===== src/rtl/chaser_input_ctrl_if.sv =====
// Button inputs and chaser control outputs of chaser_input_ctrl.
// The master side drives the raw buttons; the slave side is the conditioning block.
interface chaser_input_ctrl_if;
    logic       iBTN_DIR;
    logic       iBTN_SPD;
    logic       oDIR;
    logic       oDIR_EVT;
    logic [1:0] oSPEED;
    logic       oSTEP;

    modport master (
        output iBTN_DIR, iBTN_SPD,
        input  oDIR, oDIR_EVT, oSPEED, oSTEP
    );

    modport slave (
        input  iBTN_DIR, iBTN_SPD,
        output oDIR, oDIR_EVT, oSPEED, oSTEP
    );
endinterface


===== src/rtl/chaser_input_ctrl.sv =====
// Button synchronise/debounce/press-detect, direction and speed state,
// and a speed-selected step strobe generator for the LED chaser.
module chaser_input_ctrl #(
    parameter int unsigned DEB_CYCLES = 500000,
    parameter int unsigned STEP_BASE  = 262144
) (
    input  logic               iCLK,
    input  logic               iRST_N,
    chaser_input_ctrl_if.slave bus
);
    localparam int unsigned DW = $clog2(DEB_CYCLES);
    localparam int unsigned SW = $clog2(STEP_BASE);
    localparam logic [DW-1:0] DEB_MAX = DW'(DEB_CYCLES - 1);

    // Bit 0 carries the direction button, bit 1 the speed button.
    logic [1:0]    raw;
    logic [1:0]    sync1;
    logic [1:0]    sync2;
    logic [1:0]    stable;
    logic [1:0]    stable_d;
    logic [DW-1:0] deb_cnt [2];
    logic [1:0]    press;

    logic          dir_q;
    logic          dir_evt_q;
    logic [1:0]    speed_q;
    logic          step_q;
    logic [SW-1:0] step_cnt;
    logic [SW-1:0] step_max;

    assign raw   = {bus.iBTN_SPD, bus.iBTN_DIR};
    assign press = stable & ~stable_d;

    always_ff @(posedge iCLK or negedge iRST_N) begin
        if (!iRST_N) begin
            sync1    <= '0;
            sync2    <= '0;
            stable   <= '0;
            stable_d <= '0;
            for (int unsigned i = 0; i < 2; i++) begin
                deb_cnt[i] <= '0;
            end
        end else begin
            sync1    <= raw;
            sync2    <= sync1;
            stable_d <= stable;
            for (int unsigned i = 0; i < 2; i++) begin
                if (sync2[i] == stable[i]) begin
                    deb_cnt[i] <= '0;
                end else if (deb_cnt[i] == DEB_MAX) begin
                    stable[i]  <= sync2[i];
                    deb_cnt[i] <= '0;
                end else begin
                    deb_cnt[i] <= deb_cnt[i] + 1'b1;
                end
            end
        end
    end

    always_ff @(posedge iCLK or negedge iRST_N) begin
        if (!iRST_N) begin
            dir_q     <= 1'b0;
            dir_evt_q <= 1'b0;
            speed_q   <= '0;
        end else begin
            dir_q     <= dir_q ^ press[0];
            dir_evt_q <= press[0];
            if (press[1]) begin
                speed_q <= speed_q + 1'b1;
            end
        end
    end

    always_comb begin
        step_max = SW'(STEP_BASE - 1);
        case (speed_q)
            2'd0: step_max = SW'(STEP_BASE - 1);
            2'd1: step_max = SW'((STEP_BASE >> 1) - 1);
            2'd2: step_max = SW'((STEP_BASE >> 2) - 1);
            2'd3: step_max = SW'((STEP_BASE >> 3) - 1);
            default: step_max = SW'(STEP_BASE - 1);
        endcase
    end

    // A speed press restarts the period and suppresses a coincident strobe.
    always_ff @(posedge iCLK or negedge iRST_N) begin
        if (!iRST_N) begin
            step_cnt <= '0;
            step_q   <= 1'b0;
        end else if (press[1]) begin
            step_cnt <= '0;
            step_q   <= 1'b0;
        end else if (step_cnt == step_max) begin
            step_cnt <= '0;
            step_q   <= 1'b1;
        end else begin
            step_cnt <= step_cnt + 1'b1;
            step_q   <= 1'b0;
        end
    end

    assign bus.oDIR     = dir_q;
    assign bus.oDIR_EVT = dir_evt_q;
    assign bus.oSPEED   = speed_q;
    assign bus.oSTEP    = step_q;
endmodule


===== src/flat_wrapper.sv =====
// flat-port wrapper written by rule: the top's interface ports become plain ports
module chaser_input_ctrl_flat 
#(
    parameter int unsigned DEB_CYCLES = 500000,
    parameter int unsigned STEP_BASE  = 262144
)
  (iCLK, iRST_N, bus_iBTN_DIR, bus_iBTN_SPD, bus_oDIR, bus_oDIR_EVT, bus_oSPEED, bus_oSTEP);
  chaser_input_ctrl_if bus_i ();
  input  logic iCLK;
  input  logic iRST_N;
  input wire logic [$bits(bus_i.iBTN_DIR)-1:0] bus_iBTN_DIR;
  input wire logic [$bits(bus_i.iBTN_SPD)-1:0] bus_iBTN_SPD;
  output wire logic [$bits(bus_i.oDIR)-1:0] bus_oDIR;
  output wire logic [$bits(bus_i.oDIR_EVT)-1:0] bus_oDIR_EVT;
  output wire logic [$bits(bus_i.oSPEED)-1:0] bus_oSPEED;
  output wire logic [$bits(bus_i.oSTEP)-1:0] bus_oSTEP;
  assign bus_i.iBTN_DIR = bus_iBTN_DIR;
  assign bus_i.iBTN_SPD = bus_iBTN_SPD;
  assign bus_oDIR = bus_i.oDIR;
  assign bus_oDIR_EVT = bus_i.oDIR_EVT;
  assign bus_oSPEED = bus_i.oSPEED;
  assign bus_oSTEP = bus_i.oSTEP;
  chaser_input_ctrl #(.DEB_CYCLES(DEB_CYCLES), .STEP_BASE(STEP_BASE)) u_core (.iCLK(iCLK), .iRST_N(iRST_N), .bus(bus_i));
endmodule

===== config.mk =====
export PLATFORM = sky130hd
export DESIGN_NAME = chaser_input_ctrl_flat
export DESIGN_NICKNAME = d
export VERILOG_FILES = /design/src/rtl/chaser_input_ctrl_if.sv /design/src/rtl/chaser_input_ctrl.sv /design/src/flat_wrapper.sv
export SDC_FILE = /design/constraint.sdc
export NUM_CORES = 1
export LEC_CHECK = 0
export ABC_AREA = 0
export BUFFER_PORTS_ARGS = -buffer_cell sky130_fd_sc_hd__buf_2
export CORE_UTILIZATION = 53
export DETAILED_ROUTE_END_ITERATION = 6
export PLACE_DENSITY_LB_ADDON = 0.3
export SETUP_SLACK_MARGIN = 0.4
export SYNTH_ARGS = -nofsm -noshare
export SYNTH_HDL_FRONTEND = slang
export SYNTH_SLANG_ARGS = --single-unit

===== constraint.sdc =====
create_clock -name iCLK -period 2.08 [get_ports iCLK]
set_input_delay 0.104 -clock iCLK [delete_from_list [all_inputs] [get_ports iCLK]]
set_output_delay 0.104 -clock iCLK [all_outputs]
set_load 0.05 [all_outputs]

# Yosys cells after proc, flatten, opt, wreduce, memory -nomap -nowiden
# Index checks and enable logic that the tools add are counted.
[totals]
register_bits = 69
input_bits = 4
output_inout_bits = 5
[classes]
addsub = 4
n_eq_ne = 8
n_mux = 9
bitwise_logic = 5
n_reduce_logical = 3
[ops]
columns = ["operator", "n"]
rows = [
  ["19-bit 2-to-1 mux", 4],
  ["18-bit one-hot mux with 4 select lines", 1],
  ["19-bit by 1-bit adder with 19-bit output, second input constant", 2],
  ["19-bit == test, second input constant", 2],
  ["18-bit 2-to-1 mux", 2],
  ["18-bit by 1-bit adder with 18-bit output, second input constant", 1],
  ["18-bit == test", 1],
  ["2-bit == test, second input constant", 2],
  ["2-bit AND reduction", 2],
  ["2-bit by 1-bit adder with 2-bit output, second input constant", 1],
  ["2-bit AND", 1],
  ["1-bit == test", 2],
  ["2-bit by 1-bit == test with 1-bit output, second input constant", 1],
  ["2-bit logical NOT", 1],
  ["1-bit 2-to-1 mux", 2],
  ["1-bit NOT", 2],
  ["2-bit NOT", 1],
  ["1-bit XOR", 1],
]

# Logic depth before layout (Yosys ltp)
[logic_depth]
depth_word = 5
depth_mapped = 7
ltp_nobuf = 6

# Worst setup path after synthesis
# OpenSTA, ideal clock, no wires.
[synth_path]
kind = "reg2reg"
from = "register u_core.speed_q[0], in the netlist u_core.bus.oSPEED[0]"
to = "register u_core.step_cnt[10]"
arrival_ns = 2.086
t_required_ns = 1.959
slack_ns = -0.127
stages_incl_launch_ff = 8
path_buffers = 1
synth_period_minus_slack_ns = 2.207
cell_sequence = "dfrtp_1 -> inv_1 -> ha_1 -> nor4bb_1 -> o31ai_1 -> o31ai_2 -> buf_2 -> nor2_1"
[synth_between]
elab_chain_cells = 5
word_cells_on_any_way = 8
classes_between = "eq/ne (4); mux (3); reduce/logical (1)"
[synth_rtl]
columns = ["element", "line_no", "text"]
rows = [
  ["start: declaration", "chaser_input_ctrl.sv:26", "logic [1:0] speed_q;"],
  ["start signal: assignment", "chaser_input_ctrl.sv:69", "speed_q <= speed_q + 1'b1;"],
  ["2-bit == test (tied with other cells)", "chaser_input_ctrl.sv:76", "case (speed_q)"],
  ["18-bit one-hot mux with 4 select lines *", "chaser_input_ctrl.sv:76", ""],
  ["18-bit == test *", "chaser_input_ctrl.sv:93", "end else if (step_cnt == step_max) begin"],
  ["18-bit 2-to-1 mux *", "chaser_input_ctrl.sv:93", ""],
  ["18-bit 2-to-1 mux *", "chaser_input_ctrl.sv:90", "end else if (press[1]) begin"],
  ["end signal: assignment", "chaser_input_ctrl.sv:97", "step_cnt <= step_cnt + 1'b1;"],
  ["end: declaration", "chaser_input_ctrl.sv:28", "logic [SW-1:0] step_cnt;"],
]
# Mark *: on every way between the ends. The rest lies on a longest branch, timed or not. The select of a mux whose other input is x is not followed.
# A chain may end at the register's enable or synchronous reset.

# Final worst setup path
[layout_path]
from = "register u_core.deb_cnt[27] in the netlist's numbering"
to = "register u_core.deb_cnt[32] in the netlist's numbering"
[layout_between]
elab_chain_cells = 3
word_cells_on_any_way = 4
classes_between = "add/sub (1); eq/ne (1); mux (2)"
[layout_rtl]
columns = ["element", "line_no", "text"]
rows = [
  ["start: declaration", "chaser_input_ctrl.sv:21", "logic [DW-1:0] deb_cnt [2];"],
  ["start signal: indexed assignment", "chaser_input_ctrl.sv:54", "deb_cnt[i] <= deb_cnt[i] + 1'b1;"],
  ["19-bit by 1-bit adder with 19-bit output or 19-bit == test (tied branches)", "chaser_input_ctrl.sv:54, chaser_input_ctrl.sv:50", ""],
  ["19-bit 2-to-1 mux *", "chaser_input_ctrl.sv:50", "end else if (deb_cnt[i] == DEB_MAX) begin"],
  ["19-bit 2-to-1 mux *", "chaser_input_ctrl.sv:48", "if (sync2[i] == stable[i]) begin"],
]
# Mark *: on every way between the ends. The rest lies on a longest branch, timed or not.

==> flow_summary.toml <==
[outcome]
outcome = "finished clean"

[final_layout]
layout.nets = 401
antenna_cells = 0
drive_gt1_share_pct = 32.1
area_growth_pct = 30.0

[power_and_ir_drop]
total_power_mw = 2.85
p_leak_nw = 1.81
vdd_ir_drop_max_v = 0.000730
power_density_mw_per_mm2 = 659

[logic_synthesis]
synth.distinct_cells = 42
avgSynthCellArea_um2 = 10.2
ys_seq_elements = 69
synthTopCellsByArea = "dfrtp_1 52%, xnor2_1 8.7%, nor2_1 5.6%"
synth_top_area_cell = "dfrtp_1"
synth_area_mm2 = 0.00332
synth_warnings = 0
yosysSeqAreaShare_pct = 52.0
synth_cells = 327
syn_nets = 337
synth_top_area_share_pct = 52.0

[worst_setup_path]
worst_ep_arrival_time_ns = 2.01
worstSetupStartpointType = "flip-flop"
cp-end-kind = "flip-flop"
timing.rr.end = "u_core.deb_cnt[32]"
crit_required_ns = 2.31
r2r_cells = 5
crit_fanout = 4
regToRegSetupSlack_ns = 0.30
worstSetupPathType = "reg -> reg"
timing.rr.start = "u_core.deb_cnt[27]"

[min_path]
hold_class = "in -> async"

[global_routing]
grt_pass1_vias = 2323
antenna_found_initial = 0
grt_usage_pct = 21.8
grt_pass1_wl_mm = 10.8
grt_max_degree = 59
gr-total-overflow = 0

[clock_tree]
clockRootBuffer = "clkbuf_8"
cts_tree = "yes"
htree_levels = 3
clk_latency_ns = 0.35
clk_path_buf_depth = 2
cts_made_buffers = 9
clkTransAtPathRegs_ns = 0.08
clock-sinks = 69

[placement]
routabilityCongestion = 0.839
io_buffers = 8
dp.final_hpwl_mm = 4.02

[sta]
tightest_slew_ns = 0.523
fin_crit_sh_pct = 85.8
fmax_mhz = 561
slew_headroom_pct = 64.8
skew_ns = 0.0135
min_period_ns = 1.78
rsz0062_at_grt = "true"
hold_viol_final = 0
drv_slew = 0
finalSetupTns_ns = 0
finalSetupViolCount = 0

[routing]
vias = 2694
drc = 0
routedWlPerCell_um = 15.8
via_per_inst = 5.72
first_pass_iters = 5
postRouteAntennaNets = 0
drtIter0Drc = 173
finalWirelength_mm = 7.45

[floorplan]
dieArea_mm2 = 0.00659
core_area_mm2 = 0.00599
die_y_um = 81.2
ios = 9
num_rows = 28
initial_utilization_pct = 55.5
die_width_um = 81.2

[run]
drv_cap = 0
-- stage by stage --
stage          worst slack, ns  utilization (%)  cells  hold slack (ns)  cell area [µm²]
3_5_place_dp             0.289             59.4    411           0.0109             3560
5_1_grt                  0.241             72.1    471            0.195             4320
6_report                 0.296             72.1    471            0.166             4320
3_3_place_gp             0.336             59.4    411           0.0108             3560
2_1_floorplan            0.180                -    327           -0.192             3390
4_1_cts                  0.374             66.7    444            0.169             3990
-- sequential cells by signal, indices dropped and copies added (netlist names) --
register / cells
u_core.bus.oSTEP: 1
u_core.deb_cnt: 38
u_core.sync2: 2
u_core.stable_d: 2
u_core.bus.oSPEED: 2
u_core.sync1: 2
u_core.stable: 2
u_core.bus.oDIR_EVT: 1
u_core.step_cnt: 18
u_core.bus.oDIR: 1
-- cell families after synthesis --
group,count (synthesis),share of synthesized area [%]
AOI/OAI and AO/OA,25,5.23
xor gates and xnor gates,45,11.9
adders and majority gates,6,2.26
buffers and inverters,22,2.86
DFF,69,52.0
muxes,2,0.640
and+or+nand+nor,158,25.2
-- timing repair --
item	4_1_cts	5_1_grt
gates cloned	0	1
endpoints found under the setup margin	36	39
pin swaps	5	12
resized for setup	11	35
buffers inserted	14	26
hold endpoints to repair	13	0
hold buffers	3	0
-- how the worst max path moves through the flow --
stage | startpoint | end | slack, ns | depth (start not counted)
final | u_core.deb_cnt[27] | u_core.deb_cnt[32] | 0.30 | 5
after global routing | u_core.deb_cnt[27] | u_core.deb_cnt[32] | 0.24 | 5
after CTS | u_core.bus.oSPEED[0] | u_core.step_cnt[9] | 0.37 | 6
after detailed placement | u_core.deb_cnt[0] | u_core.deb_cnt[18] | 0.29 | 5
after global placement | u_core.deb_cnt[0] | u_core.deb_cnt[18] | 0.34 | 5
after floorplan | u_core.bus.oSPEED[0] | u_core.step_cnt[11] | 0.18 | 7
-- metal layers --
metal | vias to the layer above | global-route usage, % | wire [µm]
li1 | 1268 | - | -
met1 | 1310 | 31.5 | 3430
met2 | 95 | 30.3 | 3530
met3 | 21 | 4.49 | 314
met4 | 0 | 11.6 | 181
met5 | - | 0 | 0
-- cell usage after synthesis (all sizes together) --
master / n
nand4: 13
nand2b: 1
nand2: 15
nor3: 11
nor4bb: 1
ha: 6
mux2i: 1
or2: 5
buf: 4
nand3: 23
o21ba: 1
clkbuf: 3
and4: 3
nor4b: 1
and3: 3
nor2b: 3
nand3b: 1
a21oi: 9
or4: 5
inv: 15
xnor2: 33
and2: 1
or3: 5
nor4: 15
dfrtp: 69
o31ai: 8
xor2: 12
nor2: 50
nand4b: 1
o21a: 1
mux2: 1
or4b: 1
o21bai: 1
o21ai: 5
-- cell usage in the layout (no fill, tap or decap), types with 4 or more instances in the layout --
cell type   n
a21oi_1     6
buf_2       8
buf_4      44
buf_6       4
clkbuf_8   11
dfrtp_1    57
dfrtp_2    12
inv_1      13
nand2_1    15
nand3_1    20
nand4_1    12
nor2_1     49
nor3_1     11
nor4_1      9
nor4_2      5
o21ai_0     5
o31ai_1     5
or2_4       4
xnor2_1    33
xor2_1     12
-- power breakdown --
group          leakage, nW  internal, mW  switching (mW)  total, mW
clock network        0.126         0.864           0.507       1.37
registers            0.916          1.35          0.0148       1.37
logic                0.764        0.0463          0.0620      0.108
total                 1.81          2.26           0.584       2.85
-- critical path, cell delays in order (launching register included) --
cell,delay [ns]
dfrtp_1,0.40
nand4_1,0.27
buf_4,0.23
nor4_1,0.48
xnor2_1,0.22
nor2_1,0.07
-- cell type report --
type | instances | area (µm²)
Tap cell | 75 | 93.8
Multi-Input combinational cell | 236 | 1710
Clock buffer | 11 | 151
Inverter | 15 | 56.3
Fill cell | 388 | 1670
Clock inverter | 5 | 106
Timing Repair Buffer | 60 | 465
Sequential cell | 69 | 1740
Note: power is estimated with default switching activity, not from simulation.
